<file path="src/rtl/grey_sweep_ctrl.sv">
// -----------------------------------------------------------------------------
// grey_sweep_ctrl
//
// Purpose:
//   Sequencer for an up/down grey-code counter. A sweep command (start, end,
//   step divider, mode) is accepted over a valid/ready handshake. The binary
//   count then moves one step toward the end value every cmd_div+1 cycles.
//   The grey encoding of the count is derived from the binary register.
//   A one-shot sweep ends with a single-cycle done pulse. A ping-pong sweep
//   bounces between the two endpoints until it is aborted.
//
// Ports:
//   clk        in   clock, rising edge
//   rst        in   synchronous reset, active low (0 = reset)
//   cmd_valid  in   command present
//   cmd_ready  out  controller idle and able to take a command
//   cmd_start  in   [WIDTH] sweep start value (binary)
//   cmd_end    in   [WIDTH] sweep end value (binary)
//   cmd_div    in   [DIV_W] step every cmd_div+1 cycles
//   cmd_mode   in   0 = one-shot, 1 = ping-pong
//   abort      in   stop the current sweep (RUN only)
//   binary     out  [WIDTH] registered binary count
//   grey       out  [WIDTH] binary ^ (binary >> 1)
//   updown     out  current direction, 1 = up
//   step       out  high in the cycle whose closing edge changes binary
//   busy       out  high while sweeping
//   done       out  one-cycle completion pulse (one-shot only)
//   grey_err   out  sticky grey-code integrity flag (0 unless checker built)
//
// Build option:
//   GREY_CHECK_EN - when defined, adds a checker that watches grey and sets
//   grey_err if a step changes anything other than exactly one bit, or if grey
//   moves in a cycle that is neither a step nor a command load. When it is not
//   defined, grey_err is tied to 0.
// -----------------------------------------------------------------------------
module grey_sweep_ctrl #(
    parameter int WIDTH = 4,
    parameter int DIV_W = 8
) (
    input  logic             clk,
    input  logic             rst,
    input  logic             cmd_valid,
    output logic             cmd_ready,
    input  logic [WIDTH-1:0] cmd_start,
    input  logic [WIDTH-1:0] cmd_end,
    input  logic [DIV_W-1:0] cmd_div,
    input  logic             cmd_mode,
    input  logic             abort,
    output logic [WIDTH-1:0] binary,
    output logic [WIDTH-1:0] grey,
    output logic             updown,
    output logic             step,
    output logic             busy,
    output logic             done,
    output logic             grey_err
);

    typedef enum logic [1:0] {
        S_IDLE = 2'd0,
        S_RUN  = 2'd1,
        S_DONE = 2'd2
    } state_t;

    state_t           state_q, state_d;
    logic [WIDTH-1:0] binary_q, binary_d;
    logic             updown_q, updown_d;
    logic [DIV_W-1:0] presc_q, presc_d;
    logic [WIDTH-1:0] start_q, start_d;
    logic [WIDTH-1:0] end_q, end_d;
    logic [DIV_W-1:0] div_q, div_d;
    logic             mode_q, mode_d;

    logic             step_c;
    logic [WIDTH-1:0] stepped_bin;

    // Value the count takes if a step happens this cycle.
    assign stepped_bin = updown_q ? (binary_q + WIDTH'(1)) : (binary_q - WIDTH'(1));

    always_ff @(posedge clk) begin
        if (!rst) begin
            state_q  <= S_IDLE;
            binary_q <= '0;
            updown_q <= 1'b1;
            presc_q  <= '0;
            start_q  <= '0;
            end_q    <= '0;
            div_q    <= '0;
            mode_q   <= 1'b0;
        end else begin
            state_q  <= state_d;
            binary_q <= binary_d;
            updown_q <= updown_d;
            presc_q  <= presc_d;
            start_q  <= start_d;
            end_q    <= end_d;
            div_q    <= div_d;
            mode_q   <= mode_d;
        end
    end

    always_comb begin
        state_d  = state_q;
        binary_d = binary_q;
        updown_d = updown_q;
        presc_d  = presc_q;
        start_d  = start_q;
        end_d    = end_q;
        div_d    = div_q;
        mode_d   = mode_q;
        step_c   = 1'b0;

        case (state_q)
            S_IDLE: begin
                // abort has no effect here; a pending command always wins.
                if (cmd_valid) begin
                    start_d  = cmd_start;
                    end_d    = cmd_end;
                    div_d    = cmd_div;
                    mode_d   = cmd_mode;
                    binary_d = cmd_start;
                    updown_d = (cmd_end >= cmd_start);
                    presc_d  = '0;
                    if ((cmd_start == cmd_end) && !cmd_mode) begin
                        state_d = S_DONE;
                    end else begin
                        state_d = S_RUN;
                    end
                end
            end

            S_RUN: begin
                if (abort) begin
                    // Count and direction freeze where they are; a step that
                    // would have landed on this edge is dropped.
                    state_d = S_IDLE;
                end else if (binary_q != end_q) begin
                    // binary == end in RUN only happens for a ping-pong sweep
                    // with equal endpoints, which idles until aborted.
                    if (presc_q == div_q) begin
                        presc_d  = '0;
                        step_c   = 1'b1;
                        binary_d = stepped_bin;
                        if (stepped_bin == end_q) begin
                            if (mode_q) begin
                                // Reverse leg: swap endpoints, flip direction.
                                start_d  = end_q;
                                end_d    = start_q;
                                updown_d = ~updown_q;
                            end else begin
                                state_d = S_DONE;
                            end
                        end
                    end else begin
                        presc_d = presc_q + DIV_W'(1);
                    end
                end
            end

            S_DONE: begin
                state_d = S_IDLE;
            end

            default: begin
                state_d = S_IDLE;
            end
        endcase
    end

    assign binary    = binary_q;
    assign grey      = binary_q ^ (binary_q >> 1);
    assign updown    = updown_q;
    assign step      = step_c;
    assign busy      = (state_q == S_RUN);
    assign done      = (state_q == S_DONE);
    assign cmd_ready = (state_q == S_IDLE);

`ifdef GREY_CHECK_EN
    logic [WIDTH-1:0] grey_prev_q;
    logic             step_prev_q;
    logic             load_prev_q;
    logic             grey_err_q;
    logic [WIDTH-1:0] grey_diff;

    // Difference between this cycle's grey and last cycle's. A step or load
    // in the previous cycle is what explains a change seen now.
    assign grey_diff = grey ^ grey_prev_q;

    always_ff @(posedge clk) begin
        if (!rst) begin
            grey_prev_q <= '0;
            step_prev_q <= 1'b0;
            load_prev_q <= 1'b0;
            grey_err_q  <= 1'b0;
        end else begin
            grey_prev_q <= grey;
            step_prev_q <= step_c;
            load_prev_q <= (state_q == S_IDLE) && cmd_valid;
            if ((step_prev_q && ($countones(grey_diff) != 1)) ||
                (!step_prev_q && !load_prev_q && (grey_diff != '0))) begin
                grey_err_q <= 1'b1;
            end
        end
    end

    assign grey_err = grey_err_q;
`else
    assign grey_err = 1'b0;
`endif

endmodule

</file>
<file path="config.mk">
export PLATFORM = sky130hd
export DESIGN_NAME = grey_sweep_ctrl
export DESIGN_NICKNAME = d
export VERILOG_FILES = /design/src/rtl/grey_sweep_ctrl.sv
export SDC_FILE = /design/constraint.sdc
export NUM_CORES = 1
export LEC_CHECK = 0
export BUFFER_PORTS_ARGS = -buffer_cell sky130_fd_sc_hd__buf_4
export CAP_MARGIN = 20
export CORE_ASPECT_RATIO = 0.7
export CORE_MARGIN = 8
export CORE_UTILIZATION = 57
export CTS_BUF_LIST = sky130_fd_sc_hd__clkbuf_2
export DETAILED_ROUTE_END_ITERATION = 12
export PLACE_DENSITY = 0.81
export SYNTH_ARGS = -nofsm -noshare
export SYNTH_HDL_FRONTEND = slang
export SYNTH_SLANG_ARGS = --single-unit
export TNS_END_PERCENT = 100
</file>
<file path="constraint.sdc">
create_clock -name clk -period 2.7 [get_ports clk]
set_input_delay 0.54 -clock clk [delete_from_list [all_inputs] [get_ports clk]]
set_output_delay 0.54 -clock clk [all_outputs]
set_load 0.02 [all_outputs]
</file>
==> summary.md <==
| Metric | Value |
|---|---|
| Clock buffer count from CTS | `5` |
| Total core area | `0.003191 mm2` |
| Core Util, Final | `70.94%` |
| Most common cell after layout, fill and taps aside | `buf_4` |
| Fin. Hold Viols | `0` |
| Routed wire length per instance | `15.10 um` |
| CP max stage delay | `450 ps` |
| Reg clk slew, reported paths | `170 ps` |
| Yosys warnings | `0` |
| Final setup viols | `0` |
| P_leak | `0.9533 nW` |
| Initial Util | `60.04%` |
| Maximum clock frequency | `0.3960 GHz` |
| Vias in the first global route | `1568` |
| Final antenna-violating net count | `0` |
| Clk_skew | `17.77 ps` |
| Die extent in x | `85.29 um` |
| Synth Area in XOR/XNOR | `11.89%` |
| Type of the tightest min-delay check | `in2reg` |
| Skew-Pair Late Insertion Delay | `370 ps` |
| Fillers | `252` |
| Simple-gate portion of the synthesized area | `23.91%` |
| Total global-route track usage | `17.37%` |
| VDD IR max | `0.3736 mV` |
| Largest net degree at the start of global routing | `28` |
| Post-Synthesis Cells | `231` |
| Largest family of logic cells by synthesized area | `simple AND/OR/NAND/NOR gates` |
| First-iteration detailed-routing DRC count | `211` |
| Total negative slack | `0 ps` |
| Die Y-Extent | `64.50 um` |
| Final Net Count | `295` |
| Area occupied by multi-input gates | `0.001156 mm2` |
| Crit end category | `flop` |
| Flops & latches, synth | `32` |
| Global-route wire length before repair | `7.714 mm` |
| Unrepaired setup endpoints after global routing | `false` |
| Max Cap Viol | `0` |
| Synthesized Nets | `260` |
| Max Slew Vio Count | `0` |
| Worst Path Required | `3010 ps` |
| TritonCTS clock tree | `done` |
| Clock period minus worst slack | `2525 ps` |
| Critical path arrival | `2830 ps` |
| CP delay by family, top | `compound AO/OA/AOI/OAI gates` |
| Most frequent cells in the layout | `buf_4, dfxtp_1, nand2_1` |
| Yosys cell types | `48` |
| Grt total ovfl | `0` |
| DRC viols | `0` |
| Worst path cell trace | `inv_1, ha_1, a21oi_2, a21oi_1, o211a_1, o311a_1, buf_4, and3_1, nor3_1` |
| Share of cells above drive strength 1 | `22.10%` |
| Sequential cell area fraction in the yosys report | `33.44%` |
| Max stage delay cell, worst path | `dfxtp_1` |
| Post-Route WL | `4.607 mm` |
| Setup Buffers After CTS | `0` |
| Area Overhead vs Synth | `18.16%` |
| Pwr Density | `584.2 mW/mm2` |
| Full die area | `0.005501 mm2` |
| Pre-antenna DRT Iters | `4` |
| Syn Area/Cell | `8.293 um2` |
| IO Count | `35` |
| FF/Latch Area | `640.6 um2` |
| Synthesized area | `0.001916 mm2` |
| CP Buf/Inv Count | `2` |
| Setup CP Type | `reg2reg` |
| Via count | `1716` |
| Status | `finished clean` |
| ANT cells | `0` |
| Number of port buffers | `33` |
| Post-synthesis mux area share | `2.090%` |
| Post-DR vias/cell | `5.626` |
| Final Cycle Share | `93.52%` |
| Post-Synth Adder-Cell Area | `5.617%` |
| Initial antenna violation count | `0` |
| Critical-path maximum fanout | `11` |
| Row cnt | `17` |
| Synth Area in Compound Gates | `16.46%` |
| Clock sinks | `32` |
| Gpl congestion | `0.8822` |
| Startpoint types | `flop` |
| Longest Clk Path Bufs | `2` |
| H-tree depth | `2` |
| Detailed-placement wirelength estimate | `3.469 mm` |
| Clk root buf | `clkbuf_2` |
-- sequential cells by signal, indices dropped and copies added (netlist names) --
name / cells
state_q: 2
presc_q: 8
end_q: 4
start_q: 4
binary: 4
mode_q: 1
updown: 1
div_q: 8
-- through the flow --
stage / total power (W) / instances / instance area [um2] / setup WS [ps] / hold WS (ps)
6_report: 0.001322 / 305 / 2263 / 174.9 / 382.0
5_1_grt: 0.001396 / 305 / 2263 / 3.133 / 364.7
4_1_cts: 0.001318 / 305 / 2260 / 180.8 / 377.8
3_5_place_dp: 0.001005 / 297 / 2197 / 213.9 / 459.5
3_3_place_gp: 0.0009983 / 297 / 2197 / 272.8 / 456.1
2_1_floorplan: 0.0008735 / 231 / 1916 / 118.3 / 429.0
-- worst reg2reg max path, stage by stage (launching register included) --
cell	delay, ps
dfxtp_1	450
inv_1	130
ha_1	360
a21oi_2	230
a21oi_1	140
o211a_1	220
o311a_1	440
buf_4	220
and3_1	150
nor3_1	140
-- cell families after synthesis --
kind of cell / after synthesis
compound gates: 44
simple gates: 91
fa+ha+maj: 8
mux: 4
buf+inv: 25
xor+xnor: 26
other cells: 1
flops: 32
-- cell usage after synthesis (all sizes together) --
library cell,n,share of area [%]
conb,1,0.20
and4,1,0.59
nand2,30,5.9
or3b,1,0.46
mux2i,4,2.1
o311a,1,0.52
xnor2,19,8.7
nand2b,2,0.65
nand3,2,0.52
inv,9,1.8
o31ai,2,1.5
and3,6,2.2
nor4,1,0.33
and2,3,0.98
nor2,23,4.5
fa,1,1.0
nand4,6,2.0
ha,7,4.6
a22oi,1,0.39
nor3b,1,0.39
o211a,1,0.52
a221oi,1,0.46
nor2b,2,0.65
o2111ai,1,0.46
or4,1,0.39
clkinv,2,0.39
nand3b,2,0.78
a211oi,6,3.7
o31a,1,0.46
nor4b,2,1.2
nor3,8,2.4
clkbuf,7,1.5
dfxtp,32,33
buf,7,2.7
a21oi,21,5.5
xor2,7,3.2
o21ai,6,1.6
a311oi,2,0.91
a311o,1,0.52
-- routing by layer --
| layer | vias up | track usage (%) | routed length, um |
|---|---|---|---|
| li1 | 867 | - | - |
| met5 | - | 0 | 0 |
| met3 | 7 | 5.031 | 550 |
| met1 | 760 | 25.66 | 2217 |
| met2 | 82 | 23.11 | 1791 |
| met4 | 0 | 5.435 | 48 |
-- layout make-up --
type | count | area share [%]
clock buffer | 5 | 1.106
clock inverter | 3 | 1.658
inverter | 11 | 1.824
multi-input combinational | 174 | 51.08
sequential | 32 | 28.30
tap | 38 | 2.101
timing repair buffer | 42 | 13.93
-- final timing paths --
path	start	endpoint	slack, ps	cells past startpoint
setup / recovery	updown	start_q[1]	170	9
hold / removal	cmd_div[4]	div_q[4]	380	3
setup reg to reg	updown	start_q[1]	170	9
hold reg to reg	div_q[7]	div_q[7]	480	2
-- power by group --
part	leakage [nW]	internal (W)	switching, W
Sequential	0.262	0.000510	0.0000399
Clock	0.0380	0.000151	0.000166
Combinational	0.653	0.000204	0.000250
-- timing repair --
action,in CTS,in global routing
resized for setup,0,1
hold buffers,0,0
endpoints found under the setup margin,0,2
(Power assumes the default switching activity.)
